--- config.mk ---
export PLATFORM = sky130hd
export DESIGN_NAME = vga_timing_generator
export DESIGN_NICKNAME = d
export VERILOG_FILES = /design/src/rtl/vga_timing_generator.sv
export SDC_FILE = /design/constraint.sdc
export NUM_CORES = 1
export LEC_CHECK = 0
export ABC_AREA = 0
export CAP_MARGIN = 40
export CORE_UTILIZATION = 56
export DETAILED_ROUTE_END_ITERATION = 10
export GPL_ROUTABILITY_DRIVEN = 0
export MAX_ROUTING_LAYER = met4
export PLACE_DENSITY = 0.84
export SLEW_MARGIN = 5
export SYNTH_ARGS = -nofsm -noshare
export SYNTH_HDL_FRONTEND = slang
export SYNTH_SLANG_ARGS = --single-unit
export TNS_END_PERCENT = 5
--- constraint.sdc ---
create_clock -name i_clk -period 4.26 [get_ports i_clk]
set_input_delay 0.426 -clock i_clk [delete_from_list [all_inputs] [get_ports i_clk]]
set_output_delay 0.426 -clock i_clk [all_outputs]
set_load 0.02 [all_outputs]
--- src/rtl/vga_timing_generator.sv ---
// ----------------------------------------------------------------------------
// vga_timing_generator
//
// Purpose:
//   Free-running VGA raster timing source for the ball/paddle renderers.
//   From a single pixel clock it produces hsync/vsync, blanking, a visible
//   flag, the current pixel coordinates, line/frame start strobes and a
//   frame counter for per-frame animation.  Every output is a register
//   loaded from a decode of the next raster position, so all outputs in a
//   given cycle describe the same pixel.
//
// Ports:
//   i_clk          pixel clock
//   i_rst_n        asynchronous active-low reset
//   o_hsync        horizontal sync, active level = SYNC_POL
//   o_vsync        vertical sync, active level = SYNC_POL (whole-line decode)
//   o_hblank       1 when o_hpos >= H_VISIBLE
//   o_vblank       1 when o_vpos >= V_VISIBLE
//   o_visible      1 inside the active picture area
//   o_hpos         pixel column, 0..H_TOTAL-1
//   o_vpos         line number, 0..V_TOTAL-1
//   o_line_start   one-cycle strobe at o_hpos == 0
//   o_frame_start  one-cycle strobe at (o_hpos, o_vpos) == (0, 0)
//   o_frame_count  frames completed since reset, wraps modulo 2^FRAME_W
// ----------------------------------------------------------------------------
module vga_timing_generator #(
    parameter int   H_VISIBLE = 640,
    parameter int   H_FRONT   = 16,
    parameter int   H_SYNC    = 96,
    parameter int   H_BACK    = 48,
    parameter int   V_VISIBLE = 480,
    parameter int   V_FRONT   = 10,
    parameter int   V_SYNC    = 2,
    parameter int   V_BACK    = 33,
    parameter logic SYNC_POL  = 1'b0,
    parameter int   FRAME_W   = 8
) (
    input  logic               i_clk,
    input  logic               i_rst_n,
    output logic               o_hsync,
    output logic               o_vsync,
    output logic               o_hblank,
    output logic               o_vblank,
    output logic               o_visible,
    output logic [9:0]         o_hpos,
    output logic [9:0]         o_vpos,
    output logic               o_line_start,
    output logic               o_frame_start,
    output logic [FRAME_W-1:0] o_frame_count
);

    localparam int H_TOTAL = H_VISIBLE + H_FRONT + H_SYNC + H_BACK;
    localparam int V_TOTAL = V_VISIBLE + V_FRONT + V_SYNC + V_BACK;

    localparam logic [9:0] H_LAST   = 10'(H_TOTAL - 1);
    localparam logic [9:0] V_LAST   = 10'(V_TOTAL - 1);
    localparam logic [9:0] H_VIS    = 10'(H_VISIBLE);
    localparam logic [9:0] V_VIS    = 10'(V_VISIBLE);
    localparam logic [9:0] HS_FIRST = 10'(H_VISIBLE + H_FRONT);
    localparam logic [9:0] HS_LAST  = 10'(H_VISIBLE + H_FRONT + H_SYNC - 1);
    localparam logic [9:0] VS_FIRST = 10'(V_VISIBLE + V_FRONT);
    localparam logic [9:0] VS_LAST  = 10'(V_VISIBLE + V_FRONT + V_SYNC - 1);

    // ST_IDLE holds for exactly the first edge after reset release: that edge
    // presents pixel (0,0) instead of advancing, so the raster starts cleanly.
    typedef enum logic {
        ST_IDLE = 1'b0,
        ST_RUN  = 1'b1
    } state_t;

    state_t             state_q;
    logic [9:0]         hPos_q, hPos_d;
    logic [9:0]         vPos_q, vPos_d;
    logic [FRAME_W-1:0] frameCount_q, frameCount_d;
    logic               hsync_q, hsync_d;
    logic               vsync_q, vsync_d;
    logic               hblank_q, hblank_d;
    logic               vblank_q, vblank_d;
    logic               visible_q, visible_d;
    logic               lineStart_q, lineStart_d;
    logic               frameStart_q, frameStart_d;

    // Next raster position.  The frame counter steps only on a real wrap from
    // the last pixel of a frame, never on the post-reset (0,0) presentation.
    always_comb begin
        hPos_d       = hPos_q;
        vPos_d       = vPos_q;
        frameCount_d = frameCount_q;
        if (state_q == ST_IDLE) begin
            hPos_d       = '0;
            vPos_d       = '0;
            frameCount_d = '0;
        end else if (hPos_q == H_LAST) begin
            hPos_d = '0;
            if (vPos_q == V_LAST) begin
                vPos_d       = '0;
                frameCount_d = frameCount_q + FRAME_W'(1);
            end else begin
                vPos_d = vPos_q + 10'd1;
            end
        end else begin
            hPos_d = hPos_q + 10'd1;
        end
    end

    // Decode everything from the next position so the registered flags line
    // up with the registered coordinates.
    always_comb begin
        hblank_d     = (hPos_d >= H_VIS);
        vblank_d     = (vPos_d >= V_VIS);
        visible_d    = ~hblank_d & ~vblank_d;
        hsync_d      = ((hPos_d >= HS_FIRST) && (hPos_d <= HS_LAST)) ? SYNC_POL : ~SYNC_POL;
        vsync_d      = ((vPos_d >= VS_FIRST) && (vPos_d <= VS_LAST)) ? SYNC_POL : ~SYNC_POL;
        lineStart_d  = (hPos_d == 10'd0);
        frameStart_d = (hPos_d == 10'd0) && (vPos_d == 10'd0);
    end

    always_ff @(posedge i_clk or negedge i_rst_n) begin
        if (!i_rst_n) begin
            state_q      <= ST_IDLE;
            hPos_q       <= '0;
            vPos_q       <= '0;
            frameCount_q <= '0;
            hsync_q      <= ~SYNC_POL;
            vsync_q      <= ~SYNC_POL;
            hblank_q     <= 1'b0;
            vblank_q     <= 1'b0;
            visible_q    <= 1'b0;
            lineStart_q  <= 1'b0;
            frameStart_q <= 1'b0;
        end else begin
            state_q      <= ST_RUN;
            hPos_q       <= hPos_d;
            vPos_q       <= vPos_d;
            frameCount_q <= frameCount_d;
            hsync_q      <= hsync_d;
            vsync_q      <= vsync_d;
            hblank_q     <= hblank_d;
            vblank_q     <= vblank_d;
            visible_q    <= visible_d;
            lineStart_q  <= lineStart_d;
            frameStart_q <= frameStart_d;
        end
    end

    assign o_hsync       = hsync_q;
    assign o_vsync       = vsync_q;
    assign o_hblank      = hblank_q;
    assign o_vblank      = vblank_q;
    assign o_visible     = visible_q;
    assign o_hpos        = hPos_q;
    assign o_vpos        = vPos_q;
    assign o_line_start  = lineStart_q;
    assign o_frame_start = frameStart_q;
    assign o_frame_count = frameCount_q;

endmodule

After elaboration in Yosys (flattened, before gate mapping)
Index checks and enable logic that the tools add are counted.
Cells by class
  order comparisons: 6
  bitwise operators: 3
  muxes and demuxes: 10
  reductions and logical operators: 6
  multiply operators: 0
  $add $sub $neg: 3
  eq/ne operators: 4
  shift operators: 0
  div/mod/pow operators: 0
Operators by type and width (count)
  2-to-1 mux 10 bit: 5
  2-to-1 mux 8 bit: 3
  adder 10 x 1 -> 10 bit, second input constant: 2
  == test 10 bit, second input constant: 2
  greater-or-equal comparator 10 bit, second input constant: 2
  greater-or-equal comparator 10 x 9 -> 1 bit, second input constant: 2
  zero test 10 bit: 2
  <= comparator 10 bit, second input constant: 1
  <= comparator 10 x 9 -> 1 bit, second input constant: 1
  adder 8 x 1 -> 8 bit, second input constant: 1
  inequality test 2 x 1 -> 1 bit, second input constant: 2
  logical AND 1 bit: 3
  2-to-1 mux 1 bit: 2
  inverter 1 bit: 2
  AND reduction 2 bit: 1
  bitwise AND 1 bit: 1
Storage, ports and cells
  memories: 0
  register bits: 36
  input port bits: 2
  RAM bits: 0
  latch bits: 0
  memory bits (read-only): 0

Longest topological paths before layout
Gate-level depths: netlist of the first run.
  depth after elaboration: 7
  gate-level depth with buffers: 9
  depth with buffers taken out: 8

Least setup slack after synthesis of the first run
Ideal clock, no wire load.
  kind: reg2reg
  start: reg hPos_q[1] (netlist: o_hpos[1])
  end: reg frameStart_q (netlist: o_frame_start)
  cell stages (with the launch flop): 9
  arrival time: 2.215 ns
  data required time: 4.149 ns
  path buffers: 1
  clock period less this slack: 2.326 ns
  slack: 1.934 ns
  setup time: 0.111 ns
  cells stage by stage: dfrtp_1 -> ha_1 -> and4_1 -> buf_6 -> nand4_1 -> xor2_1 -> nor4bb_1 -> a31oi_1 -> a2111oi_2
Between the ends
  word-level cells in the longest chain between the ends: 5
RTL lines
  start: declaration: line 72  | logic [9:0] hPos_q, hPos_d;
  start signal: assignment: line 133  | hPos_q <= hPos_d;
  adder 10 x 1 -> 10 bit or == test 10 bit (tied branches): line 102, 93
  2-to-1 mux 10 bit: line 93  | end else if (hPos_q == H_LAST) begin
  2-to-1 mux 10 bit: line 89  | if (state_q == ST_IDLE) begin
  zero test 10 bit: line 115  | frameStart_d = (hPos_d == 10'd0) && (vPos_d == 10'd0);
  logical AND 1 bit *: line 115
  named net frameStart_d: line 81  | logic frameStart_q, frameStart_d;
  end signal: assignment: line 142  | frameStart_q <= frameStart_d;
  end: declaration: line 81
The timed path passes the listed nets; every way through them passes the cells marked *.
A chain may end at the register's enable or synchronous reset.

Worst setup path after layout of the first run
Same ends and word-level chain as after synthesis.

==> results of run 1 <==
-- critical path: stages (launching register included) --
cell and delay [ns]:
dfrtp_1 0.41, ha_1 0.30, and4_1 0.43, nand4_1 0.21
xor2_1 0.31, nor4bb_1 0.39, a31oi_1 0.19, a2111oi_2 0.34
-- cells in the mapped netlist, drive strengths merged, types with 5 or more instances --
| master | instances | area share, % |
|---|---|---|
| buf | 8 | 2.2 |
| nor2 | 25 | 4.5 |
| and2 | 10 | 3.0 |
| inv | 5 | 0.90 |
| dfrtp | 34 | 41 |
| o21ai | 6 | 1.4 |
| xor2 | 11 | 4.6 |
| nor3 | 7 | 2.2 |
| nand3 | 8 | 2.5 |
| nand2 | 15 | 2.7 |
| nand4 | 11 | 3.3 |
| xnor2 | 17 | 7.2 |
-- routing by layer --
layer	global-route usage [%]	vias to the layer above
met5	-	-
met4	10.17	0
met3	5.839	11
met2	36.83	71
met1	32.86	825
li1	-	821
-- path summary, 6_finish.rpt --
path,cells past startpoint,slack [ns],endpoint
setup / recovery,7,1.58,o_frame_start
hold / removal,1,0.52,o_hpos[0]
hold reg to reg,1,0.52,o_hpos[0]
max in group asynchronous,2,3.37,o_hsync
setup reg to reg,7,1.58,o_frame_start
min in group asynchronous,2,0.55,o_vpos[5]
-- cells by family (layout without fill, tap and decap cells) --
kind of cell               after synthesis  in the layout  share of synthesized area, %
and+or+nand+nor                        106            106                         29.52
AOI/OAI and AO/OA                       21             21                         7.035
xor gates and xnor gates                28             28                         11.79
muxes                                    4              4                         1.984
adders and majority gates                4              4                         2.405
DFF                                     36             36                         43.42
buffers and inverters                   16             50                         3.668
other                                    1              1                        0.1802
-- flip-flops by register name, summed over array words and instances, names as in the netlist --
register / cells
o_hpos: 10
o_hsync: 1
o_vpos: 10
o_hblank: 1
state_q: 1
o_vblank: 1
o_vsync: 1
o_frame_start: 1
o_line_start: 1
o_frame_count: 8
o_visible: 1
-- through the flow --
step / utilization, % / power (mW)
final: 74.15 / 0.6475
after global placement: 71.14 / 0.3956
after global routing: 74.15 / 0.6727
after detailed placement: 71.36 / 0.3967
after floorplan: - / 0.3764
after CTS: 74.15 / 0.6527
-- power by group through the flow --
stage	Combinational, mW	Sequential [mW]	Clock, mW
final	0.0379	0.353	0.257
after global routing	0.0419	0.353	0.278
after CTS	0.0383	0.352	0.262
after detailed placement	0.0381	0.359	0
after global placement	0.0373	0.358	0
after floorplan	0.0149	0.361	0
-- area by class of cell --
| type | instances | share of cell area (%) |
|---|---|---|
| Clock buffer | 7 | 3.775 |
| Sequential cell | 36 | 35.39 |
| Tap cell | 46 | 2.255 |
| Timing Repair Buffer | 38 | 14.71 |
| Multi-Input combinational cell | 164 | 43.14 |
| Inverter | 5 | 0.7353 |
==> impl_metrics.py, run 1 <==
metrics = {
    "status": {
        "status": "finished clean",
    },
    "hold_path": {
        "hold_start": "o_hpos[0]",
        "worstHoldPathType": "reg2reg",
    },
    "critical_path": {
        "cp-start-kind": "flop",
        "crit_type": "reg2reg",
        "end_kind": "flop",
        "crit_fanout": 8,
        "critPathArrivalTime_ns": 2.86,
        "rr_startpoint": "o_hpos[1]",
        "crit_required_ns": 4.44,
        "startpoint": "o_hpos[1]",
    },
    "placement": {
        "post-place-cells": 289,
        "io_buffer_count": 36,
        "place_area_um2": 2456,
        "dp_slack_ns": 1.667,
        "detailed_place_hpwl_mm": 3.213,
    },
    "routing": {
        "first_pass_iters": 5,
        "wl_met2_mm": 2.010,
        "detail-route-antenna-nets": 0,
        "routed-via-count": 1728,
        "route.detailed.drc": 0,
        "wl_per_cell_um": 15.25,
        "wl_mm": 4.514,
        "via_per_inst": 5.838,
        "met1_length_mm": 2.102,
        "drt_iter0_markers": 102,
        "met3_length_um": 312,
        "routed.top_layer": "met4",
    },
    "power": {
        "netSwitchingPower_uw": 141.7,
        "p_clk_share_pct": 39.7,
        "switching_share_pct": 21.88,
        "internal-power_uw": 505.8,
        "comb_power_share_pct": 5.9,
        "seq_power_share_pct": 54.5,
        "power_leakage_nw": 1.066,
        "ir_drop_uv": 210.7,
        "p_per_area_nw_per_um2": 253.7,
    },
    "clock_network": {
        "cts_tree": "done",
        "cts_root_buffer": "clkbuf_8",
        "cts_hold_buf": 0,
        "path_clk_slew_ns": 0.06,
        "cts_resized": 0,
        "cts.sinks": 36,
        "postCtsSetupBuffers": 0,
        "h-tree-depth": 2,
        "cts_buffer_depth": 2,
        "clock_latency_ns": 0.29,
        "cts_buffers": 5,
    },
    "global_routing": {
        "grt_pass1_vias": 1537,
        "gr-total-overflow": 0,
        "grtUsageTotal_pct": 24.93,
        "antenna_found_initial": 0,
        "grt_max_degree": 37,
        "grt_pass1_wl_mm": 7.383,
    },
    "finish": {
        "diodes": 0,
        "drive_above_1_share_pct": 7.600,
        "final_common_cell": "clkdlybuf4s50_1",
        "final_cell_mix": "36 x clkdlybuf4s50_1, 34 x dfrtp_1, 25 x nor2_1, 17 x xnor2_1, 15 x nand2_1",
        "regArea_um2": 903.4,
        "filler_cell_count": 253,
        "multiInputGateArea_um2": 1101,
        "layout-area-overhead-vs-synth_pct": 22.67,
        "fin_cells": 296,
        "nets": 256,
        "stdcell_area_um2": 2552,
    },
    "die": {
        "die_h_um": 62.96,
        "die_width_um": 62.96,
        "io_pins": 37,
        "die-area_um2": 3963,
        "start_util_pct": 60.45,
        "placementRows": 21,
        "fp.coreArea_um2": 3442,
    },
    "synth": {
        "seq_area_frac_synth_pct": 43.42,
        "mappedNetlistArea_um2": 2081,
        "synth.avg_cell_area_um2": 9.633,
        "synthFlopType": "dfrtp_1",
        "yosysWarnings": 0,
        "synth_cell_type_count": 47,
        "synth_edf_count": 0,
        "ys_seq_elements": 36,
        "async_flop_share_pct": 100.0,
        "syn_inst": 216,
        "synth_nets": 222,
    },
    "timing": {
        "report.final.setup_viol": 0,
        "finalMaxSlewViolations": 0,
        "period_minus_slack_ns": 2.682,
        "fmax_mhz": 372.9,
        "maxSlewHeadroom_pct": 57.28,
        "rsz0062_at_grt": "false",
        "layout_worst_path_cycle_share_pct": 62.95,
        "fin_hold_ws_ns": 0.5238,
        "worst_pin_slew_ns": 0.6358,
        "finClkSkew_ns": 0.005208,
        "fin_ws_ns": 1.578,
        "fin_tns_setup_ns": 0,
        "hold_viol_final": 0,
    },
    "flow_run": {
        "max_cap_violations": 0,
    },
}
Power figures use the tool's default switching activity.
==> inputs of run 2 (changes only) <==
--- a/config.mk
+++ b/config.mk
@@ -7,11 +7,11 @@
 export LEC_CHECK = 0
 export ABC_AREA = 0
 export CAP_MARGIN = 40
-export CORE_UTILIZATION = 56
+export CORE_UTILIZATION = 47
 export DETAILED_ROUTE_END_ITERATION = 10
 export GPL_ROUTABILITY_DRIVEN = 0
 export MAX_ROUTING_LAYER = met4
-export PLACE_DENSITY = 0.84
+export PLACE_DENSITY = 0.75
 export SLEW_MARGIN = 5
 export SYNTH_ARGS = -nofsm -noshare
 export SYNTH_HDL_FRONTEND = slang
==> constraint.sdc (replaced) <==
create_clock -name i_clk -period 2.31 [get_ports i_clk]
set_input_delay 0.231 -clock i_clk [delete_from_list [all_inputs] [get_ports i_clk]]
set_output_delay 0.231 -clock i_clk [all_outputs]
set_load 0.02 [all_outputs]
==> run 2 against run 1 <==
Effect of this change:
- total power rose by 98%
- cell area grew 5.7%
- routed wire length rose by 8.1%
- first-iteration DRC count fell by 6.9%
- global-route usage fell by 0.46 points
- final cell count up 6.4%
- hold slack worse by 0.18 ns
- register-to-register slack got worse by 1.4 ns
- sequential power increased by 83%
- critical endpoint is now o_vsync
- largest power group unchanged
==> impl_metrics.py, run 2 (synthesis gave the netlist of run 1 again) <==
metrics = {
    "critical_path": {
        "timing.critical_path.to": "o_vsync",
        "worstReg2RegEnd": "o_vsync",
        "cp-start-kind": "flop",
        "r2r_cells": 6,
        "rrSetupSlack_ns": 0.15,
        "critPathArrivalTime_ns": 2.36,
        "crit_fanout": 8,
        "rr_startpoint": "o_hpos[7]",
        "end_kind": "flop",
        "crit_type": "reg2reg",
        "startpoint": "o_hpos[7]",
        "crit_required_ns": 2.52,
    },
    "power": {
        "ir_drop_uv": 239.8,
        "power_leakage_nw": 1.138,
        "p_per_area_nw_per_um2": 475.9,
    },
    "timing": {
        "fin_ws_ns": 0.1518,
        "period_minus_slack_ns": 2.158,
        "finClkSkew_ns": 0.005472,
        "layout_worst_path_cycle_share_pct": 93.43,
        "report.final.setup_viol": 0,
        "rsz0062_at_grt": "false",
        "fin_tns_setup_ns": 0,
        "hold_viol_final": 0,
        "finalMaxSlewViolations": 0,
        "fmax_mhz": 463.3,
    },
    "die": {
        "placementRows": 23,
        "start_util_pct": 50.56,
        "die_width_um": 68.54,
        "io_pins": 37,
        "fp.coreArea_um2": 4115,
        "die_h_um": 68.54,
        "die-area_um2": 4697,
    },
    "routing": {
        "via_per_inst": 5.641,
        "detail-route-antenna-nets": 0,
        "drt_iter0_markers": 95,
        "routed-via-count": 1777,
        "wl_per_cell_um": 15.50,
        "route.detailed.drc": 0,
        "first_pass_iters": 4,
        "wl_mm": 4.881,
    },
    "global_routing": {
        "antenna_found_initial": 0,
        "grt_max_degree": 37,
        "grt_pass1_vias": 1673,
        "grt_pass1_wl_mm": 8.107,
        "gr-total-overflow": 0,
        "grtUsageTotal_pct": 24.47,
    },
    "finish": {
        "layout-area-overhead-vs-synth_pct": 29.65,
        "drive_above_1_share_pct": 14.34,
        "final_cell_mix": "36 x clkdlybuf4s50_1, 34 x dfrtp_1, 24 x nor2_1, 17 x xnor2_1, 16 x buf_4",
        "nets": 270,
        "fin_cells": 315,
        "final_common_cell": "clkdlybuf4s50_1",
        "diodes": 0,
    },
    "clock_network": {
        "cts_tree": "done",
        "cts_resized": 0,
        "cts_buffer_depth": 2,
        "postCtsSetupBuffers": 0,
        "cts.sinks": 36,
        "cts_buffers": 5,
        "path_clk_slew_ns": 0.07,
        "clock_latency_ns": 0.29,
        "cts_hold_buf": 0,
        "cts_root_buffer": "clkbuf_8",
        "h-tree-depth": 2,
    },
    "placement": {
        "post-place-cells": 307,
        "detailed_place_hpwl_mm": 3.518,
        "dp_slack_ns": 0.05772,
        "io_buffer_count": 36,
    },
    "flow_run": {
        "max_cap_violations": 0,
    },
    "hold_path": {
        "worstHoldPathType": "in2async",
    },
    "status": {
        "status": "finished clean",
    },
}
[run 2: cell types whose count changed in the layout (fill, tap and decap cells not counted), sizes merged]
cell,previous run,this run
buf,2,16
clkbuf,7,5
bufinv,0,1
clkinv,0,1
clkinvlp,0,1
[run 2: metrics by stage]
| stage | power [mW] | hold WS, ns | utilization (%) | instance area, µm² |
|---|---|---|---|---|
| 6_report | 1.284 | 0.3460 | 65.55 | 2698 |
| 5_1_grt | 1.328 | 0.4102 | 65.55 | 2698 |
| 4_1_cts | 1.291 | 0.3697 | 65.13 | 2680 |
| 3_5_place_dp | 0.7423 | 0.5629 | 62.42 | 2569 |
| 3_3_place_gp | 0.7415 | 0.5530 | 62.42 | 2569 |
| 2_1_floorplan | 0.6947 | -0.06459 | - | 2083 |
[run 2: per-layer routing]
| metal | GRT usage (%) | share of wire (%) | vias to the layer above |
|---|---|---|---|
| met5 | - | 0 | - |
| met4 | 10.94 | 2.6 | 0 |
| met3 | 3.947 | 5.3 | 15 |
| met2 | 37.01 | 46 | 65 |
| met1 | 32.19 | 46 | 851 |
| li1 | - | - | 846 |
[run 2: area by class of cell]
class / instances / area [µm²]
clock inverters: 3 / 42.54
inverters: 5 / 18.77
clock buffers: 5 / 68.82
fillers: 359 / 1418
flip-flops and latches: 36 / 903.4
multi-input cells: 164 / 1121
repair buffers: 52 / 480.5
well taps: 50 / 62.56
[run 2: worst min path at each step]
| stage | startpoint | end | cells after the start |
|---|---|---|---|
| after global routing | i_rst_n | o_vpos[6] | 2 |
| after detailed placement | o_hpos[0] | o_hpos[0] | 2 |
| final | i_rst_n | o_vpos[9] | 2 |
| after floorplan | i_rst_n | o_frame_count[0] | 0 |
| after global placement | o_hpos[0] | o_hpos[0] | 2 |
| after CTS | i_rst_n | o_vpos[9] | 2 |
[run 2: critical path: stages (launching register included)]
cell and delay [ns]:
dfrtp_1 0.47, or3b_1 0.48, nor4_1 0.43, xor2_1 0.25, and2b_1 0.17, and4_1 0.20, o211ai_1 0.08
[run 2: report_power, final]
part | internal, mW | leakage, nW | switching, mW | total [mW]
Clock | 0.319 | 0.0541 | 0.233 | 0.552
Combinational | 0.0377 | 0.604 | 0.0493 | 0.0870
Sequential | 0.638 | 0.481 | 0.00628 | 0.645
Total | 0.995 | 1.14 | 0.288 | 1.28
==> inputs of run 3 (changes only) <==
--- a/config.mk
+++ b/config.mk
@@ -7,11 +7,11 @@
 export LEC_CHECK = 0
 export ABC_AREA = 0
 export CAP_MARGIN = 40
-export CORE_UTILIZATION = 47
+export CORE_UTILIZATION = 52
 export DETAILED_ROUTE_END_ITERATION = 10
 export GPL_ROUTABILITY_DRIVEN = 0
 export MAX_ROUTING_LAYER = met4
-export PLACE_DENSITY = 0.75
+export PLACE_DENSITY = 0.79
 export SLEW_MARGIN = 5
 export SYNTH_ARGS = -nofsm -noshare
 export SYNTH_HDL_FRONTEND = slang
==> constraint.sdc (replaced) <==
create_clock -name i_clk -period 2.4 [get_ports i_clk]
set_input_delay 0.24 -clock i_clk [delete_from_list [all_inputs] [get_ports i_clk]]
set_output_delay 0.24 -clock i_clk [all_outputs]
set_load 0.02 [all_outputs]
==> run 3 against run 2 <==
Effect of this change:
- first-iteration DRC count rose by 46%
- via count fell by 3.0%
- sequential power fell by 3.7%
- register-to-register slack improved by 0.08 ns
- highest routed layer unchanged
- largest cell class unchanged
- hold slack improved by 0.023 ns
- clock skew fell by 0.00090 ns
- critical endpoint is now o_frame_start
- non-clock buffer count fell by 3
- maximum frequency fell by 0.32%
- global-route usage rose by 1.2 points
- largest power group is now clock
==> impl_metrics.py, run 3 (synthesis gave the netlist of run 1 again) <==
metrics = {
    "power": {
        "internal-power_mw": 1.171,
        "comb_power_share_pct": 5.9,
        "seq_power_share_pct": 43.1,
        "power_leakage_nw": 1.155,
        "p_clk_share_pct": 51.0,
        "ir_drop_uv": 572.9,
        "p_per_area_nw_per_um2": 529.8,
        "netSwitchingPower_uw": 267.8,
        "switching_share_pct": 18.61,
    },
    "flow_run": {
        "max_cap_violations": 0,
    },
    "critical_path": {
        "end_kind": "flop",
        "crit_required_ns": 2.58,
        "critPathArrivalTime_ns": 2.35,
        "r2r_cells": 6,
        "crit_fanout": 10,
        "cp-start-kind": "flop",
        "worstReg2RegEnd": "o_frame_start",
        "crit_slowest_cell": "dfrtp_1",
        "crit_type": "reg2reg",
        "critPathTopFamily": "simple AND/OR/NAND/NOR gates",
        "max_stage_delay_ns": 0.50,
        "rr_startpoint": "o_hpos[8]",
        "rrSetupSlack_ns": 0.23,
        "critical_path_buf_inv_count": 0,
        "cp_cell_sequence": "nor3b_2, nand3_4, or3_1, a22oi_1, nand4b_1, a2111oi_2",
    },
    "timing": {
        "finalMaxSlewViolations": 0,
        "layout_worst_path_cycle_share_pct": 90.22,
        "hold_viol_final": 0,
        "fin_tns_setup_ns": 0,
        "fmax_mhz": 461.8,
        "finClkSkew_ns": 0.004573,
        "fin_hold_ws_ns": 0.3692,
        "report.final.setup_viol": 0,
        "period_minus_slack_ns": 2.165,
        "rsz0062_at_grt": "false",
    },
    "routing": {
        "first_pass_iters": 4,
        "wl_per_cell_um": 14.78,
        "drt_iter0_markers": 139,
        "wl_mm": 4.583,
        "route.detailed.drc": 0,
        "detail-route-antenna-nets": 0,
        "routed-via-count": 1724,
        "via_per_inst": 5.561,
    },
    "placement": {
        "io_buffer_count": 36,
        "detailed_place_hpwl_mm": 3.274,
    },
    "finish": {
        "nets": 267,
        "drive_above_1_share_pct": 12.98,
        "final_common_cell": "clkdlybuf4s50_1",
        "diodes": 0,
        "filler_cell_count": 303,
        "final_cell_mix": "36 x clkdlybuf4s50_1, 34 x dfrtp_1, 25 x nor2_1, 17 x xnor2_1, 15 x nand2_1",
        "layout-area-overhead-vs-synth_pct": 30.55,
    },
    "die": {
        "die-area_um2": 4258,
        "fp.coreArea_um2": 3744,
        "io_pins": 37,
        "die_width_um": 65.26,
        "start_util_pct": 55.58,
        "die_h_um": 65.26,
        "placementRows": 22,
    },
    "global_routing": {
        "antenna_found_initial": 0,
        "grtUsageTotal_pct": 25.72,
        "grt_pass1_vias": 1638,
        "grt_pass1_wl_mm": 8.066,
        "grt_max_degree": 37,
        "gr-total-overflow": 0,
    },
    "clock_network": {
        "cts_buffers": 5,
        "postCtsSetupBuffers": 0,
        "cts_buffer_depth": 2,
        "cts_tree": "done",
        "clock_latency_ns": 0.28,
        "path_clk_slew_ns": 0.07,
        "cts.sinks": 36,
        "cts_root_buffer": "clkbuf_8",
        "h-tree-depth": 2,
    },
    "hold_path": {
        "worstHoldPathType": "in2async",
    },
    "status": {
        "status": "finished clean",
    },
}
==> run 3: cell types whose count changed in the layout (fill, tap and decap cells not counted), sizes merged <==
| cell | change |
|---|---|
| clkinv | -1 |
| clkinvlp | -1 |
| buf | -3 |
| bufinv | +2 |
==> run 3: stage by stage <==
step | total power [mW] | instances | setup slack (ns) | area, µm² | utilization (%)
CTS | 1.450 | 310 | 0.1431 | 2700 | 72.13
finish | 1.439 | 310 | 0.2347 | 2716 | 72.56
global route | 1.496 | 310 | 0.03956 | 2716 | 72.56
floorplan | 0.6681 | 216 | 0.07380 | 2081 | -
detailed placement | 0.7153 | 302 | 0.1577 | 2541 | 67.88
global placement | 0.7156 | 302 | 0.2478 | 2541 | 67.88
==> run 3: per-layer routing <==
metal | global-route usage [%] | vias to the layer above | routed length, µm | part of all wire [%]
li1 | - | 842 | - | -
met1 | 36.12 | 820 | 2181 | 48
met2 | 38.14 | 53 | 2126 | 46
met3 | 5.035 | 9 | 207 | 4.5
met4 | 6.522 | 0 | 68 | 1.5
met5 | - | - | 0 | 0
==> run 3: how the worst max path moves through the flow <==
stage,slack [ns],endpoint,depth (start not counted),start
4_1_cts,0.14,o_frame_start,7,o_hpos[0]
3_3_place_gp,0.25,o_frame_start,7,o_hpos[0]
2_1_floorplan,0.07,o_frame_start,8,o_hpos[1]
6_report,0.23,o_frame_start,6,o_hpos[8]
3_5_place_dp,0.16,o_frame_start,7,o_hpos[0]
5_1_grt,0.04,o_frame_start,7,o_hpos[0]
==> run 3: power groups by stage <==
stage               sequential, mW  combinational (mW)  clock, mW
global placement             0.632              0.0837          0
finish                       0.621              0.0850      0.733
detailed placement           0.632              0.0832          0
global route                 0.622              0.0950      0.779
CTS                          0.620              0.0840      0.745
floorplan                    0.642              0.0265          0
==> run 3: worst reg2reg max path, delay by kind of cell, from the launching register on <==
kind	cells	cell delay, ns
DFF	1	0.50
AOI/OAI and AO/OA	2	0.54
and+or+nand+nor	4	1.02
==> run 3: timing repair <==
action                     4_1_cts  5_1_grt
setup endpoints to repair        0        1
hold buffers                     0        0
resized for setup                0        4
==> run 3: final cells by class <==
type	instances	area (µm²)	area share [%]
inverters	5	18.77	0.6909
clock buffers	5	68.82	2.533
multi-input cells	164	1117	41.13
flip-flops and latches	36	903.4	33.26
well taps	48	60.06	2.211
clock inverters	3	90.09	3.316
repair buffers	49	457.9	16.86
